### config.mk
export PLATFORM = sky130hd
export DESIGN_NAME = sm_out_fifo
export DESIGN_NICKNAME = d
export VERILOG_FILES = /design/src/rtl/sm_out_fifo.sv
export SDC_FILE = /design/constraint.sdc
export NUM_CORES = 1
export LEC_CHECK = 0
export CORE_MARGIN = 1.5
export CORE_UTILIZATION = 56
export CTS_BUF_LIST = sky130_fd_sc_hd__clkbuf_4 sky130_fd_sc_hd__clkbuf_8
export CTS_CLUSTER_SIZE = 24
export DETAILED_ROUTE_END_ITERATION = 8
export PLACE_DENSITY = 0.85
export SLEW_MARGIN = 25
export SYNTH_ARGS = -nofsm -noshare
export SYNTH_HDL_FRONTEND = slang
export SYNTH_SLANG_ARGS = --single-unit
export TNS_END_PERCENT = 100
### constraint.sdc
create_clock -name clk -period 3.01 [get_ports clk]
set_input_delay 0.602 -clock clk [delete_from_list [all_inputs] [get_ports clk]]
set_output_delay 0.602 -clock clk [all_outputs]
set_load 0.01 [all_outputs]
### src/rtl/sm_out_fifo.sv
// sm_out_fifo: FWFT buffer for a push-only result stream; SM_OUT_FIFO_STICKY_OVF_EN makes ovf sticky.
module sm_out_fifo #(
  parameter int DW    = 10,
  parameter int DEPTH = 4,
  parameter int CW    = $clog2(DEPTH) + 1
) (
  input  logic          clk,
  input  logic          rst,
  input  logic          i_dval,
  input  logic [DW-1:0] i,
  output logic          o_valid,
  input  logic          o_ready,
  output logic [DW-1:0] o,
  output logic [CW-1:0] o_cnt,
  output logic          ovf
);
  localparam int AW = $clog2(DEPTH);
  localparam int PW = AW + 1;
  logic [DW-1:0] mem_q [DEPTH];
  logic [PW-1:0] wp_q, wp_d, rp_q, rp_d;
  logic [CW-1:0] cnt_q, cnt_d;
  logic          ovf_q, ovf_d;
  logic          full, empty, push, pop, drop;
  assign empty = wp_q == rp_q;
  assign full  = (wp_q[AW] != rp_q[AW]) && (wp_q[AW-1:0] == rp_q[AW-1:0]);
  assign pop   = ~empty & o_ready;
  assign push  = i_dval & (~full | pop);
  assign drop  = i_dval & full & ~pop;
  always_comb begin
    wp_d  = push ? wp_q + PW'(1) : wp_q;
    rp_d  = pop ? rp_q + PW'(1) : rp_q;
    cnt_d = CW'(wp_d - rp_d);
`ifdef SM_OUT_FIFO_STICKY_OVF_EN
    ovf_d = ovf_q | drop;
`else
    ovf_d = drop;
`endif
  end
  always_ff @(posedge clk or negedge rst) begin
    if (!rst) begin
      wp_q  <= '0;
      rp_q  <= '0;
      cnt_q <= '0;
      ovf_q <= 1'b0;
    end else begin
      wp_q  <= wp_d;
      rp_q  <= rp_d;
      cnt_q <= cnt_d;
      ovf_q <= ovf_d;
    end
  end
  // Storage is deliberately left out of reset; empty masks stale contents.
  always_ff @(posedge clk) begin
    if (push) mem_q[wp_q[AW-1:0]] <= i;
  end
  assign o_valid = ~empty;
  assign o       = empty ? '0 : mem_q[rp_q[AW-1:0]];
  assign o_cnt   = cnt_q;
  assign ovf     = ovf_q;
endmodule

# Word-level counts from Yosys, hierarchy flattened
# Memories as Yosys holds them, arrays and structs flattened.
# Cells that the tools add are included.
# word_totals
ff_bits	10
latch_bits	0
ram_bits	40
mem_bits_ro	0
memories	1
# mem_list
name	depth	width	read_ports	rd_clocked_by_memory_dff	wr	line	text
mem_q	4	10	1	0	1	19	logic [DW-1:0] mem_q [DEPTH];
# op_classes
addsub	3
n_mul	0
div	0
n_lt_le_gt_ge	0
n_eq_ne	3
shift	0
n_mux	5
bitwise_logic	8
n_reduce_logical	1
# op_table
operator	count
$mux 10	1
$add 3x1->3 const B	2
$mux 3	2
$and 1x1->1	4
$eq 3x3->1	1
$not 1->1	3
$sub 3x3->3	1
$eq 2x2->1	1
$mux 1	2
$logic_and 1x1->1	1
$ne 1x1->1	1
$or 1x1->1	1

# Longest topological paths before layout
# depth
ltp_word	7
ltp_mapped	9

# Least setup slack after synthesis
# No wires, ideal clock.
# synth_path
kind	reg-to-reg
from	register wp_q[1]
to	register cnt_q[2], in the netlist o_cnt[2]
arrival_ps	2112
t_required_ps	2876
slack_ps	765
stages_incl_launch_ff	7
n_path_buf	0
path_cell_list	dfrtp_1 > xnor2_1 > a41o_1 > mux2_2 > fa_1 > xnor2_1 > xnor3_1
# synth_between
elab_chain_cells	7
elab_cells_between_ends	12
# synth_rtl
item	line	text
start: declaration	20	logic [PW-1:0] wp_q, wp_d, rp_q, rp_d;
start signal: assignment	46	wp_q <= wp_d;
$eq 3x3->1 or $eq 2x2->1 (tied branches)	24, 25	
$not 1->1 or $logic_and 1x1->1 (tied branches)	26, 25	
$and 1x1->1 or $not 1->1 (tied branches)	26, 27	
$or 1x1->1	27	assign push = i_dval & (~full | pop);
$and 1x1->1	27	
$mux 3 *	30	wp_d = push ? wp_q + PW'(1) : wp_q;
named net wp_d[1]	20	
$sub 3x3->3 *	32	cnt_d = CW'(wp_d - rp_d);
named net cnt_d[2]	21	logic [CW-1:0] cnt_q, cnt_d;
end signal: assignment	48	cnt_q <= cnt_d;
end: declaration	21	
# The timed path passes the listed nets; every way through them passes the cells marked *.

# Worst setup path in the final report
# layout_path
from	register rp_q[0]
to	output port o[3]
# layout_between
elab_chain_cells	2
elab_cells_between_ends	3
# layout_rtl
item	line	text
start: declaration	20	
start signal: assignment	47	rp_q <= rp_d;
$mem_v2 4x10 or $eq 3x3->1 (tied branches)	-	
$mux 10 *	57	assign o = empty ? '0 : mem_q[rp_q[AW-1:0]];
end: declaration	13	output logic [DW-1:0] o,
# Every way passes the cells marked *; elsewhere a longest branch is shown, timed or not.

==> impl_metrics.ini <==
[setup_path]
reg2reg_setup_slack_ns = 0.50
cp-end-kind = output port
rr_endpoint = o_cnt[2]$_DFF_PN0_
cp_slowest_stage_delay_ns = 0.52
worst_setup_path_start_kind = register
critPathLaunch = rp_q[0]$_DFF_PN0_
endpoint = o[3]
cp_max_fo = 8
required_ns = 2.41
arrival_ns = 2.20
worstRegToRegCells = 6
cp_cell_sequence = buf_4 -> mux4_2 -> and2_1 -> clkdlybuf4s50_1
rr_startpoint = rp_q[0]$_DFF_PN0_
critPathKind = register to output port
cp_slowest_cell = mux4_2

[pwr]
total_leakage_power_nw = 0.959
powerDensity_mw_per_mm2 = 1120
ir_drop_v = 0.000601

[sta]
setup_violations = 0
final_hold_viol_count = 0
tns_ns = 0
tightest_slew_ns = 0.464
post-route-min-period_ns = 2.80
period_share_pct = 93.1
relSlewSlack_pct = 69.0
rsz0062_at_grt = false
drv_slew = 0
finClkSkew_ns = 0.00561
fmax_ghz = 0.357

[route]
vias = 1101
drt_iter0_markers = 79
via_per_inst = 5.45
ant_nets = 0
first_pass_iters = 4
drt-total-wl_um = 3680
drc = 0
wl_per_cell_um = 18.2

[clock_tree]
clock_latency_ns = 0.31
clk_pin_slew_ns = 0.08
ctsRootBufferMaster = clkbuf_8
postCtsSetupRepairBufs = 0
numCtsBuffers = 5
htree_levels = 2
cts.path.max_buffers = 2
cts_tree = yes
clock-sinks = 50

[yosys]
ys.flop_type = edfxtp_1
synth.cell_area_sq_mm = 0.00208
synth_compound_area_share_pct = 0.780
synth_fa_ha_area_share_pct = 4.56
postSynthNetCount = 137
yosys_register_bits = 50
synth_mux_area_share_pct = 12.4
synth-xor-area-share_pct = 4.86
yosys_warnings = 0
synth_cell_types = 21
synthCells = 116
async_flop_share_pct = 20.0
synth_top_family_by_area = multiplexers
yosys.area_share.simple_pct = 5.04
avgSynthCellArea_sq_um = 18.0
synth_edf_count = 40
ys_seq_area_share_pct = 69.6

[layout]
final_util_pct = 74.9
stdcell_count = 202
antenna_cells = 0
multi_input_area_sq_um = 576
final_common_cell = edfxtp_1
fill_cells = 189
mostFrequentLayoutCells = 40 x edfxtp_1, 28 x clkdlybuf4s50_1, 12 x inv_1
finalNetCount = 176
drive_above_1_share_pct = 18.6
final-seq-area_sq_mm = 0.00145
synthToLayoutAreaGrowth_pct = 23.6

[placement]
place_hpwl_um = 2570
placement.io_buffers = 28
dp.cells = 194
gp_congestion = 0.829

[die]
dieWidth_um = 64.0
core.rowCount = 21
io_pins = 29
die_h_um = 64.0
start_util_pct = 60.6
design.core.area_sq_mm = 0.00344
die_area_sq_mm = 0.00410

[hold_path]
hold_depth = 1
holdCritPathClass = register to register

[grt]
grt_pass1_wl_um = 5980
grt_usage_pct = 21.0
grt_max_degree = 16
grt_pass1_vias = 1226
overflow = 0
antenna_found_initial = 0

[job]
drv_cap = 0

[status]
status = finished, final reports clean
-- synth_stat cells (2+ instances only) --
cell / n / share of area, %
nand2_1: 3 / 0.54
ha_1: 6 / 3.6
edfxtp_1: 40 / 58
nor2_1: 3 / 0.54
and2_1: 10 / 3.0
clkbuf_1: 2 / 0.36
mux4_2: 10 / 11
dfrtp_1: 10 / 12
inv_1: 12 / 2.2
xnor2_1: 7 / 2.9
mux2_2: 2 / 1.1
xor2_1: 2 / 0.84
-- flip-flops by register name, summed over array words and instances, names as in the netlist --
register and flops:
wp_q 3, mem_q 40, rp_q 3, o_cnt 3, ovf 1
-- per-stage QoR --
step | worst slack [ns] | hold WS (ns) | power, mW | area [sq um]
floorplan | 0.765 | 0.306 | 1.84 | 2080
global placement | 0.297 | 0.560 | 2.37 | 2460
detailed placement | 0.208 | 0.574 | 2.43 | 2460
CTS | 0.0426 | 0.587 | 2.90 | 2580
global route | 0.0660 | 0.614 | 3.06 | 2580
finish | 0.209 | 0.583 | 2.88 | 2580
-- routing by layer --
metal / vias up / GRT usage (%) / part of all wire, %
li1: 496 / - / -
met1: 562 / 22.1 / 38
met2: 33 / 37.6 / 55
met3: 10 / 6.34 / 4.3
met4: 0 / 10.9 / 2.5
met5: - / 0 / 0
-- layout make-up --
cell class                 instances  share of cell area [%]
clock buffer                       6                    2.96
multi-input combinational         51                    22.3
timing repair buffer              35                    12.9
tap                               46                    2.23
clock inverter                     2                    1.46
inverter                          12                    1.75
sequential                        50                    56.4
-- worst min path at each step --
stage	to	slack [ns]	from
after detailed placement	rp_q[2]$_DFF_PN0_	0.57	rp_q[2]$_DFF_PN0_
after floorplan	o_cnt[0]$_DFF_PN0_	0.31	rst
final	rp_q[2]$_DFF_PN0_	0.58	rp_q[2]$_DFF_PN0_
after global placement	rp_q[2]$_DFF_PN0_	0.56	rp_q[2]$_DFF_PN0_
after CTS	rp_q[2]$_DFF_PN0_	0.59	rp_q[2]$_DFF_PN0_
after global routing	rp_q[2]$_DFF_PN0_	0.61	rp_q[2]$_DFF_PN0_
-- where the power goes --
group	total (mW)	internal, mW	leakage [nW]	switching, mW
Clock	0.469	0.257	0.0548	0.212
Sequential	1.06	0.951	0.485	0.105
Combinational	1.35	0.753	0.419	0.598
Total	2.88	1.96	0.959	0.915
-- kinds of logic (layout without fill, tap and decap cells) --
group	count (synthesis)	count (layout)
DFF	50	50
and+or+nand+nor	19	19
buffers and inverters	15	55
muxes	13	13
xor gates and xnor gates	10	10
adders and majority gates	7	7
AOI/OAI and AO/OA	2	2
-- worst max-delay path, delay by kind of cell (launching register included) --
family / cells / cell delay (ns)
flops: 1 / 0.51
buf+inv: 2 / 0.70
mux: 1 / 0.52
simple gates: 1 / 0.17
-- what timing repair did --
item | CTS | global route
hold buffers | 0 | 0
setup endpoints to repair | 0 | 7
resized for setup | 0 | 1
Note: power is estimated with default switching activity, not from simulation.
